--- src/rtl/prog_loader.sv ---
// Run controller for the single-cycle processor: streams a program into instruction memory,
// holds the core in reset for a boot window, then times its run until ack or the cycle limit.
module prog_loader #(
    parameter int unsigned IW         = 9,
    parameter int unsigned AW         = 10,
    parameter int unsigned RST_CYCLES = 4,
    parameter int unsigned CW         = 16,
    parameter int unsigned MAX_CYCLES = 65535
) (
    input  logic          clk,
    input  logic          reset,
    input  logic          start,
    input  logic          in_valid,
    output logic          in_ready,
    input  logic [IW-1:0] in_data,
    input  logic          in_last,
    output logic          imem_we,
    output logic [AW-1:0] imem_addr,
    output logic [IW-1:0] imem_wdata,
    output logic          cpu_reset,
    input  logic          cpu_ack,
    output logic          busy,
    output logic          done,
    output logic          timeout,
    output logic [AW:0]   prog_len,
    output logic [CW-1:0] cycle_count
);

    localparam int unsigned   BW        = (RST_CYCLES > 1) ? $clog2(RST_CYCLES) : 1;
    localparam logic [BW-1:0] BootLast  = BW'(RST_CYCLES - 1);
    localparam logic [CW-1:0] CountLast = CW'(MAX_CYCLES - 1);
    localparam logic [AW-1:0] AddrLast  = '1;

    typedef enum logic [2:0] {
        StIdle,
        StLoad,
        StBoot,
        StRun,
        StDone
    } state_e;

    state_e        state;
    logic [AW-1:0] addr;
    logic [BW-1:0] boot_cnt;
    logic          accept;

    assign in_ready   = (state == StLoad);
    assign accept     = in_valid & in_ready;
    assign imem_we    = accept;
    assign imem_addr  = addr;
    assign imem_wdata = in_data;

    always_ff @(posedge clk) begin
        if (reset) begin
            state       <= StIdle;
            cpu_reset   <= 1'b1;
            busy        <= 1'b0;
            done        <= 1'b0;
            timeout     <= 1'b0;
            prog_len    <= '0;
            cycle_count <= '0;
            addr        <= '0;
            boot_cnt    <= '0;
        end else begin
            case (state)
                StIdle, StDone: begin
                    if (start) begin
                        state       <= StLoad;
                        addr        <= '0;
                        prog_len    <= '0;
                        cycle_count <= '0;
                        timeout     <= 1'b0;
                        busy        <= 1'b1;
                        done        <= 1'b0;
                        cpu_reset   <= 1'b1;
                    end
                end
                StLoad: begin
                    if (accept) begin
                        addr     <= addr + AW'(1);
                        prog_len <= prog_len + (AW + 1)'(1);
                        // Top address forces the end of the load so the address never wraps.
                        if (in_last || (addr == AddrLast)) begin
                            state    <= StBoot;
                            boot_cnt <= '0;
                        end
                    end
                end
                StBoot: begin
                    if (boot_cnt == BootLast) begin
                        state     <= StRun;
                        cpu_reset <= 1'b0;
                    end else begin
                        boot_cnt <= boot_cnt + BW'(1);
                    end
                end
                StRun: begin
                    // Ack takes priority over the cycle limit.
                    if (cpu_ack) begin
                        state   <= StDone;
                        busy    <= 1'b0;
                        done    <= 1'b1;
                        timeout <= 1'b0;
                    end else begin
                        cycle_count <= cycle_count + CW'(1);
                        if (cycle_count == CountLast) begin
                            state   <= StDone;
                            busy    <= 1'b0;
                            done    <= 1'b1;
                            timeout <= 1'b1;
                        end
                    end
                end
                default: begin
                    state <= StIdle;
                end
            endcase
        end
    end

endmodule

--- config.mk ---
export PLATFORM = sky130hd
export DESIGN_NAME = prog_loader
export DESIGN_NICKNAME = d
export VERILOG_FILES = /design/src/rtl/prog_loader.sv
export SDC_FILE = /design/constraint.sdc
export NUM_CORES = 1
export LEC_CHECK = 0
export CAP_MARGIN = 20
export CORE_MARGIN = 2
export CORE_UTILIZATION = 48
export DETAILED_ROUTE_END_ITERATION = 8
export PLACE_DENSITY = 0.8
export REMOVE_ABC_BUFFERS = 1
export SLEW_MARGIN = 15
export SYNTH_ARGS = -nofsm -noshare
export SYNTH_HDL_FRONTEND = slang
export SYNTH_SLANG_ARGS = --single-unit
--- constraint.sdc ---
create_clock -name clk -period 2.55 [get_ports clk]
set_clock_uncertainty 0.1 [all_clocks]
set_input_delay 0.3825 -clock clk [delete_from_list [all_inputs] [get_ports clk]]
set_output_delay 0.3825 -clock clk [all_outputs]
set_load 0.01 [all_outputs]
==> results of run 1 <==
## path summary, 6_finish.rpt
path,end,cells after the start,start
setup / recovery,imem_we,3,state[1]$_SDFFE_PP0P_
hold / removal,timeout$_SDFFE_PP0P_,2,timeout$_SDFFE_PP0P_
setup reg to reg,cycle_count[11]$_SDFFE_PP0P_,5,state[1]$_SDFFE_PP0P_
hold reg to reg,timeout$_SDFFE_PP0P_,2,timeout$_SDFFE_PP0P_
## registers in the layout (all words and copies together), names as in the netlist
register	flops
boot_cnt	2
busy	1
cpu_reset	1
cycle_count	16
done	1
imem_addr	10
prog_len	11
state	3
timeout	1
## where the power goes
| part | switching (mW) | internal (mW) | leakage [nW] | total [mW] |
|---|---|---|---|---|
| Clock | 0.235 | 0.209 | 0.0431 | 0.444 |
| Combinational | 0.106 | 0.0902 | 0.618 | 0.196 |
| Sequential | 0.0167 | 0.729 | 0.371 | 0.746 |
| Total | 0.357 | 1.03 | 1.03 | 1.39 |
## cell families (layout without fill, tap and decap cells)
logic type                 after synthesis  in the layout  synth area share, %
muxes                                    8              8                 3.38
buffers and inverters                   32             77                 6.82
AOI/OAI and AO/OA                       66             66                 18.4
xor gates and xnor gates                12             12                 4.44
and+or+nand+nor                        105            105                 25.4
adders and majority gates                5              5                 2.64
DFF                                     46             46                 38.9
## per-stage QoR
step / cells / total power [mW]
after floorplan: 251 / 0.863
after global placement: 380 / 0.954
after detailed placement: 380 / 0.957
after CTS: 386 / 1.39
after global routing: 386 / 1.44
final: 386 / 1.39
## synth_stat cells, types with 5 or more instances
library cell,n,area share (%)
inv_1,9,1.4
buf_4,10,3.2
or3_1,9,2.4
a21oi_1,24,5.1
mux2i_1,8,3.4
nand2_1,23,3.6
o21ai_1,8,1.7
xnor2_1,10,3.7
ha_1,5,2.6
or4_1,10,3.2
dfxtp_1,46,39
nand3_1,13,2.7
clkbuf_1,9,1.4
nor2_1,17,2.7
o31ai_1,10,3.2
## layout make-up
class	count	share of cell area, %
flip-flops and latches	46	30.8
clock buffers	6	2.76
well taps	67	2.80
multi-input cells	196	43.0
repair buffers	62	19.6
inverters	9	1.13
## worst reg2reg max path: stages (launching register included)
cell and delay [ns]:
dfxtp_1 0.61, and4bb_1 0.35, o2111ai_1 0.12, buf_4 0.19
or4_1 0.51, a21oi_1 0.15
## per-layer routing
| layer | GRT usage [%] | up-vias |
|---|---|---|
| li1 | - | 1085 |
| met3 | 4.61 | 7 |
| met2 | 33.3 | 62 |
| met4 | 7.94 | 0 |
| met5 | 0 | - |
| met1 | 26.7 | 1005 |
==> impl_metrics.py, run 1 <==
metrics = {
    "run_status": {
        "status": "complete, no violations",
    },
    "synth": {
        "async_flop_share_pct": 0,
        "synth_ff_type": "dfxtp_1",
        "synth.distinct_cells": 46,
        "synth-edff-count": 0,
        "ys_warn_count": 0,
        "synthCells": 274,
        "ys_seq_area_share_pct": 38.9,
        "synth_area_um2": 2370,
        "synth-seq-cells": 46,
        "synth_area_per_cell_um2": 8.64,
    },
    "clock_tree": {
        "cts_resized": 0,
        "cts_buffer_depth": 2,
        "root_buffer": "clkbuf_8",
        "cts.sinks": 46,
        "clk_pin_slew_worst_paths_ns": 0.08,
        "cts_buffers": 5,
        "postCtsSetupBuffers": 0,
        "htreeDepth": 2,
        "postCtsHoldBufs": 0,
        "cts_tree": "yes",
        "clock_latency_ns": 0.30,
    },
    "sta": {
        "setup_slack_ns": 0.228,
        "period_needed_ns": 2.32,
        "relSlewSlack_pct": 62.2,
        "fmax_mhz": 431,
        "whs_ns": 0.360,
        "finalHoldViolCount": 0,
        "rsz0062_at_grt": "no",
        "tightest_slew_ns": 0.552,
        "fin_crit_sh_pct": 91.1,
        "finalMaxSlewViolations": 0,
        "final-setup-viol-count": 0,
        "setup_tns_ns": 0,
    },
    "final_layout": {
        "final_core_utilization_pct": 62.9,
        "finalInstanceArea_um2": 2990,
        "fillers": 438,
        "diodes": 0,
        "syn_to_final_growth_pct": 26.4,
        "multi_input_area_um2": 1280,
        "layout_commonest_cell": "clkdlybuf4s50_1",
        "seq_area_um2": 921,
        "finalNetCount": 340,
        "drive_gt1_share_pct": 8.46,
        "layout_common_cells": "clkdlybuf4s50_1 (48), dfxtp_1 (46), a21oi_1 (24)",
    },
    "route": {
        "met2_length_mm": 2.49,
        "route.detailed.drc": 0,
        "firstDrtPassIters": 4,
        "wl_per_cell_um": 14.1,
        "viasPerCell": 5.59,
        "first_iter_violations": 94,
        "highest_layer": "met4",
        "vias": 2159,
        "ant_nets": 0,
        "met3_length_um": 257,
        "met1Wirelength_mm": 2.60,
        "wl_mm": 5.43,
    },
    "placed_design": {
        "dpl.hpwl_mm": 3.90,
        "port-buffer-count": 48,
        "routabilityCongestion": 0.795,
        "dp_slack_ns": 0.0869,
        "place_area_um2": 2910,
    },
    "power_and_ir_drop": {
        "peakVddDrop_v": 0.000334,
        "p_per_area_nw_per_um2": 463,
        "p_leak_nw": 1.03,
    },
    "flow_run": {
        "cap_violations": 0,
    },
    "floorplan": {
        "die-width_um": 74.2,
        "die_height_um": 74.2,
        "ioPinCount": 67,
        "rows": 25,
        "die-area_um2": 5510,
        "core_um2": 4750,
        "start_util_pct": 49.8,
    },
    "setup_path": {
        "worst-endpoint-required_ns": 2.07,
        "crit_chain": "nor3b_2, and2_1, clkdlybuf4s50_1",
        "critPathKind": "register to output pin",
        "slowest_stage": "clkdlybuf4s50_1",
        "cp_slowest_stage_delay_ns": 0.54,
        "critPathMaxFanout": 14,
        "r2r_setup_slack_ns": 0.45,
        "worst_setup_path_end_kind": "output pin",
        "crit_arrival_ns": 1.84,
        "worst-path-buf-inv": 1,
        "cp_top_family": "buffers and inverters",
        "start_kind": "register",
    },
    "grt": {
        "grt_pass1_vias": 1947,
        "grt_pass1_wl_mm": 8.80,
        "grt_max_degree": 22,
        "grt_antenna_before_repair": 0,
        "grt-ovfl-total": 0,
        "grtUsageTotal_pct": 20.5,
    },
    "worst_hold_path": {
        "hp-class": "register to register",
    },
}
Note: power is estimated with default switching activity, not from simulation.
==> run 2: changes to the inputs <==
SLEW_MARGIN = unset   (was 15)
==> results of run 2 <==
No change in the layout: final DEF, timing and power equal those of run 1.
==> run 3: changes to the inputs <==
SETUP_SLACK_MARGIN = 0.02   (was unset)
==> results of run 3 <==
No change in the layout: final DEF, timing and power equal those of run 1.
